==> config.mk <==
export PLATFORM = sky130hd
export DESIGN_NAME = flash_copy_dma
export DESIGN_NICKNAME = d
export VERILOG_FILES = /design/src/rtl/flash_copy_dma.sv
export SDC_FILE = /design/constraint.sdc
export NUM_CORES = 1
export LEC_CHECK = 0
export ABC_CLOCK_PERIOD_IN_PS = 15800
export CAP_MARGIN = 20
export CORE_UTILIZATION = 45
export CTS_CLUSTER_DIAMETER = 50
export DETAILED_ROUTE_END_ITERATION = 8
export MAX_ROUTING_LAYER = met4
export PLACE_DENSITY = 0.68
export SLEW_MARGIN = 20
export SYNTH_ARGS = -nofsm -noshare
export SYNTH_HDL_FRONTEND = slang
export SYNTH_SLANG_ARGS = --single-unit
==> constraint.sdc <==
create_clock -name clock -period 15.8 [get_ports clock]
set_input_delay 2.37 -clock clock [delete_from_list [all_inputs] [get_ports clock]]
set_output_delay 2.37 -clock clock [all_outputs]
set_load 0.02 [all_outputs]
==> src/rtl/flash_copy_dma.sv <==
// flash_copy_dma: bus-master DMA that copies words from the quad-SPI
// flash window into system memory. Each chunk of up to maxBurst words is
// read into a local buffer and then written out as a single burst.
// Ports:
//   clock, reset       : clock and synchronous active-high reset
//   ci*                : custom-instruction configure/poll interface
//                        (ciDataB[1:0] selects: 0 src, 1 dst, 2 count+start,
//                        3 status only)
//   requestTransaction : bus request; transactionGranted is the grant
//   *Out               : master-side bus signals (begin, end, address/data,
//                        burst size, byte enables, write data valid)
//   *In                : read data, data valid, end, bus error, write stall
module flash_copy_dma #(
  parameter logic [7:0]  customInstructionNr = 8'd0,
  parameter logic [31:0] flashBase           = 32'h04000000,
  parameter int          maxBurst            = 16
) (
  input  logic        clock,
  input  logic        reset,
  input  logic [7:0]  ciN,
  input  logic [31:0] ciDataA,
  input  logic [31:0] ciDataB,
  input  logic        ciStart,
  input  logic        ciCke,
  output logic        ciDone,
  output logic [31:0] ciResult,
  output logic        requestTransaction,
  input  logic        transactionGranted,
  output logic        beginTransactionOut,
  output logic        endTransactionOut,
  output logic        readNotWriteOut,
  output logic [3:0]  byteEnablesOut,
  output logic [7:0]  burstSizeOut,
  output logic [31:0] addressDataOut,
  output logic        dataValidOut,
  input  logic [31:0] addressDataIn,
  input  logic        dataValidIn,
  input  logic        endTransactionIn,
  input  logic        busErrorIn,
  input  logic        busyIn
);

  localparam int IW = $clog2(maxBurst);
  localparam int PW = IW + 1;
  localparam logic [15:0] MAXB = 16'(maxBurst);

  typedef enum logic [2:0] {
    IDLE,
    RD_REQ,
    RD_BEGIN,
    RD_DATA,
    WR_REQ,
    WR_BEGIN,
    WR_DATA,
    WR_END
  } state_t;

  state_t      state_q;
  logic [23:0] src_q;
  logic [31:0] dst_q;
  logic [15:0] rem_q;
  logic        err_q;
  logic [PW-1:0] wptr_q;
  logic [PW-1:0] rptr_q;
  logic [31:0] mem_q [maxBurst];

  logic [PW-1:0] chunk;
  logic [PW-1:0] chunk_m1;
  logic [PW+1:0] chunk_b;
  logic [PW-1:0] rd_cnt;
  logic [1:0]    sel;
  logic          ci_fire;
  logic          busy;
  logic          is_begin;
  logic [31:0]   status;
  logic          unused_ci;

  assign chunk    = (rem_q > MAXB) ? MAXB[PW-1:0] : rem_q[PW-1:0];
  assign chunk_m1 = chunk - PW'(1);
  assign chunk_b  = {chunk, 2'b00};
  // Words received including one arriving with endTransactionIn.
  assign rd_cnt   = wptr_q + PW'(dataValidIn);

  assign sel     = ciDataB[1:0];
  assign ci_fire = !reset && (ciN == customInstructionNr)
                   && ciStart && ciCke;
  assign busy    = (state_q != IDLE);
  assign status  = {busy, err_q, 14'd0, rem_q};

  assign ciDone    = ci_fire;
  assign ciResult  = ci_fire ? status : 32'd0;
  assign unused_ci = ^ciDataB[31:2];

  // Bus outputs are a pure decode of the registered state.
  assign is_begin = (state_q == RD_BEGIN) || (state_q == WR_BEGIN);

  assign requestTransaction  = busy;
  assign beginTransactionOut = is_begin;
  assign readNotWriteOut     = (state_q == RD_BEGIN);
  assign byteEnablesOut      = is_begin ? 4'hF : 4'h0;
  assign burstSizeOut        = is_begin ? 8'(chunk_m1) : 8'd0;
  assign dataValidOut        = (state_q == WR_DATA);
  assign endTransactionOut   = (state_q == WR_END);

  always_comb begin
    addressDataOut = 32'd0;
    unique case (state_q)
      RD_BEGIN: addressDataOut = flashBase | {8'd0, src_q};
      WR_BEGIN: addressDataOut = dst_q;
      WR_DATA:  addressDataOut = mem_q[rptr_q[IW-1:0]];
      default:  addressDataOut = 32'd0;
    endcase
  end

  always_ff @(posedge clock) begin
    if (state_q == RD_DATA && dataValidIn && wptr_q < chunk) begin
      mem_q[wptr_q[IW-1:0]] <= addressDataIn;
    end
  end

  always_ff @(posedge clock) begin
    if (reset) begin
      state_q <= IDLE;
      src_q   <= 24'd0;
      dst_q   <= 32'd0;
      rem_q   <= 16'd0;
      err_q   <= 1'b0;
      wptr_q  <= '0;
      rptr_q  <= '0;
    end else begin
      if (ci_fire && !busy) begin
        unique case (sel)
          2'd0: src_q <= ciDataA[23:0] & 24'hFFFFFC;
          2'd1: dst_q <= ciDataA & 32'hFFFFFFFC;
          2'd2: begin
            if (ciDataA[15:0] != 16'd0) begin
              rem_q   <= ciDataA[15:0];
              err_q   <= 1'b0;
              state_q <= RD_REQ;
            end
          end
          default: ;
        endcase
      end
      if (busy && busErrorIn) begin
        err_q   <= 1'b1;
        state_q <= IDLE;
      end else begin
        unique case (state_q)
          IDLE: ;
          RD_REQ: begin
            if (transactionGranted) state_q <= RD_BEGIN;
          end
          RD_BEGIN: begin
            wptr_q  <= '0;
            state_q <= RD_DATA;
          end
          RD_DATA: begin
            // Count one past chunk so an over-long burst is detected.
            if (dataValidIn && wptr_q <= chunk) begin
              wptr_q <= wptr_q + PW'(1);
            end
            if (endTransactionIn) begin
              if (rd_cnt == chunk) begin
                state_q <= WR_REQ;
              end else begin
                err_q   <= 1'b1;
                state_q <= IDLE;
              end
            end
          end
          WR_REQ: begin
            if (transactionGranted) state_q <= WR_BEGIN;
          end
          WR_BEGIN: begin
            rptr_q  <= '0;
            state_q <= WR_DATA;
          end
          WR_DATA: begin
            if (!busyIn) begin
              rptr_q <= rptr_q + PW'(1);
              if (rptr_q == chunk_m1) state_q <= WR_END;
            end
          end
          WR_END: begin
            src_q <= src_q + 24'(chunk_b);
            dst_q <= dst_q + 32'(chunk_b);
            rem_q <= rem_q - 16'(chunk);
            state_q <= (rem_q == 16'(chunk)) ? IDLE : RD_REQ;
          end
          default: state_q <= IDLE;
        endcase
      end
    end
  end

endmodule

==> metrics.txt <==
drt via density 6.009; Worst path slowest cell dfxtp_4; Synth Area in Adders 0.01315; Antenna Nets Post-Route 0; nets@finish 1939; CTS tree done; max-slew violation count 0; largest family of logic cells by synthesized area multiplexers; clock skew 0.02226 ns; Slew headroom 0.3502; htree depth 3; Post-Synth Simple-Gate Area 0.08066; max-cap violations 0; Ports 195; Hold Worst Slack 0.4892 ns; DR WL/cell 25.04 µm; Slew @ Worst Pin 0.9720 ns; Die Area 0.05846 mm²; layout cells sized above 1 0.1620; status finished, final reports clean; mux share of post-synthesis cell area 0.1325; Post-Route WL 65240 µm; number of iterations in the first detailed-routing pass 5; core area 0.05660 mm²; post-synthesis cell area 0.02587 mm²; Final Cycle Share 0.4860; number of fill cells 4528; Tot Pwr 0.003194 W; number of synthesized flops with an enable pin 512; Placer Congestion 0.9352; # port buffers 147; clock root buffer clkbuf_16; Hold Crit Class reg2reg; Area Growth Syn to Fin 16.54%; commonest non-fill, non-tap cell in the layout edfxtp_1; crit-path max FO 46; Setup WS pre-CTS 8.253 ns; power density cells 105.9 mW/mm²; share of synthesized registers carrying an async set or reset 0; CP arrival 5.31 ns; most frequent cells in the layout edfxtp_1, clkdlybuf4s50_1, mux4_2; Lkg Pwr 9.440 nW; number of global-route vias before repair 15405; initial antenna violation count 3; Final Worst Setup Slack 8.121 ns; FF/Latch Area 0.01719 mm²; final setup vio count 0; Yosys reg bits 602; critical path buffer and inverter count 3; Highest Clock Rate 0.1302 GHz; delay-heaviest family, CP buffers and inverters; critical path's largest stage delay 0.92 ns; die height 241.8 µm; largest net degree at the start of global routing 66; Core Rows 87; CP endpoint kind output port; routed via count 15653; footprint of the multi-input gates 0.008257 mm²; GRT Overall Usage 0.2298; setup TNS 0 ns; RSZ-0062 raised after global routing false; Req. time, crit path 13.43 ns; CTS Buf Count 66; Overflow after GRT 0; CTS Hold Bufs 0; Worst-Skew Late Latency 0.58 ns; Worst Setup Path Type reg2out; worst-path cell chain buf_4 > buf_4 > mux4_2 > nor2b_1 > a211oi_1 > a211oi_1 > a221o_1 > clkdlybuf4s50_1; Compound-Gate Fraction of Synth Area 0.07602; initial detailed-routing violation count 1512; global-route wire length before repair 97430 µm; synth warn 0; DRC 0; crit path time final 7.679 ns; post-DP HPWL 38020 µm; Distinct cells, synth 67; sequential area share after synthesis 0.6639; final hold viol count 0; XOR/XNOR share of the synthesized area 0.008801; Clock Sinks 602; top_reg_cell synth edfxtp_1; Mean Syn Cell Area 15.61 µm²; Clk pin slew, worst setup/hold paths 0.05 ns; clk buf depth 3; starting density of the core 0.4571; Mapped Cells 1658; Startpoint Class register; non-filler cells, final 2605; placed insts 2488; post-cts sizing count 0; Post-CTS Setup Inserts 0; Peak VDD IR 0.00005820 V; die width 241.8 µm
## routing by layer
layer  global-route usage  vias up  part of all wire
li1                     -     6912                 -
met1               0.2945     7979              0.40
met2               0.3626      637              0.48
met3              0.05072      125             0.082
met4              0.07856        0             0.029
met5                    -        -                 0
## stage by stage
stage	cell area [µm²]	utilization
CTS	30130	0.5324
detailed placement	28150	0.4973
finish	30150	0.5327
floorplan	25930	-
global route	30150	0.5327
global placement	28150	0.4973
## registers in the layout, summed over array words and instances (netlist names), named ones only
signal / flops
rptr_q: 5
wptr_q: 5
dst_q: 32
state_q: 3
rem_q: 16
src_q: 24
mem_q: 512
err_q: 1
## cell type report
cell class                      instances  area share
Sequential cell                       602      0.5700
Multi-Input combinational cell        932      0.2738
Clock buffer                           84     0.05880
Timing Repair Buffer                  177     0.05610
Tap cell                              756     0.03137
Clock inverter                         30    0.007012
Inverter                               21    0.002614
Antenna cell                            3   0.0002490
## where the power goes
group	switching [W]	internal, W	total, W
Combinational	0.0000364	0.0000201	0.0000565
Sequential	0.0000000331	0.00172	0.00172
Clock	0.000604	0.000813	0.00142
Total	0.000640	0.00255	0.00319
## synthesized netlist by cell type (22+ instances only)
cell	n	share of area
nor2b_1	33	0.0080
mux4_2	135	0.12
a211oi_1	61	0.018
mux2i_1	31	0.012
a221o_1	25	0.0097
nand3_1	37	0.0072
a21oi_1	55	0.011
buf_4	22	0.0064
nor2_1	78	0.011
edfxtp_1	512	0.59
dfxtp_1	90	0.070
nor3_1	26	0.0050
nand2_1	111	0.016
clkbuf_1	66	0.0096
nand4_1	22	0.0053
ha_1	24	0.012
a31oi_1	26	0.0063
o21ai_0	33	0.0064
## kinds of logic after synthesis
| family | Yosys count |
|---|---|
| adder cells (fa/ha/maj) | 26 |
| flip-flops | 602 |
| multiplexers | 173 |
| buffers and inverters | 140 |
| XOR/XNOR | 26 |
| other | 2 |
| AO/OA/AOI/OAI | 281 |
| AND/OR/NAND/NOR | 408 |
## worst paths after layout
check,cells after the start,from,to,slack (ns)
worst max-delay path,8,register,addressDataOut[10],8.12
worst min-delay path,1,dst_q[0]$_SDFFE_PP0P_,dst_q[0]$_SDFFE_PP0P_,0.49
worst max register to register,10,rem_q[12]$_SDFF_PP0_,mem_q[6][24]$_DFFE_PP_,10.93
worst min register to register,1,dst_q[0]$_SDFFE_PP0P_,dst_q[0]$_SDFFE_PP0P_,0.49
(Power assumes the default switching activity.)
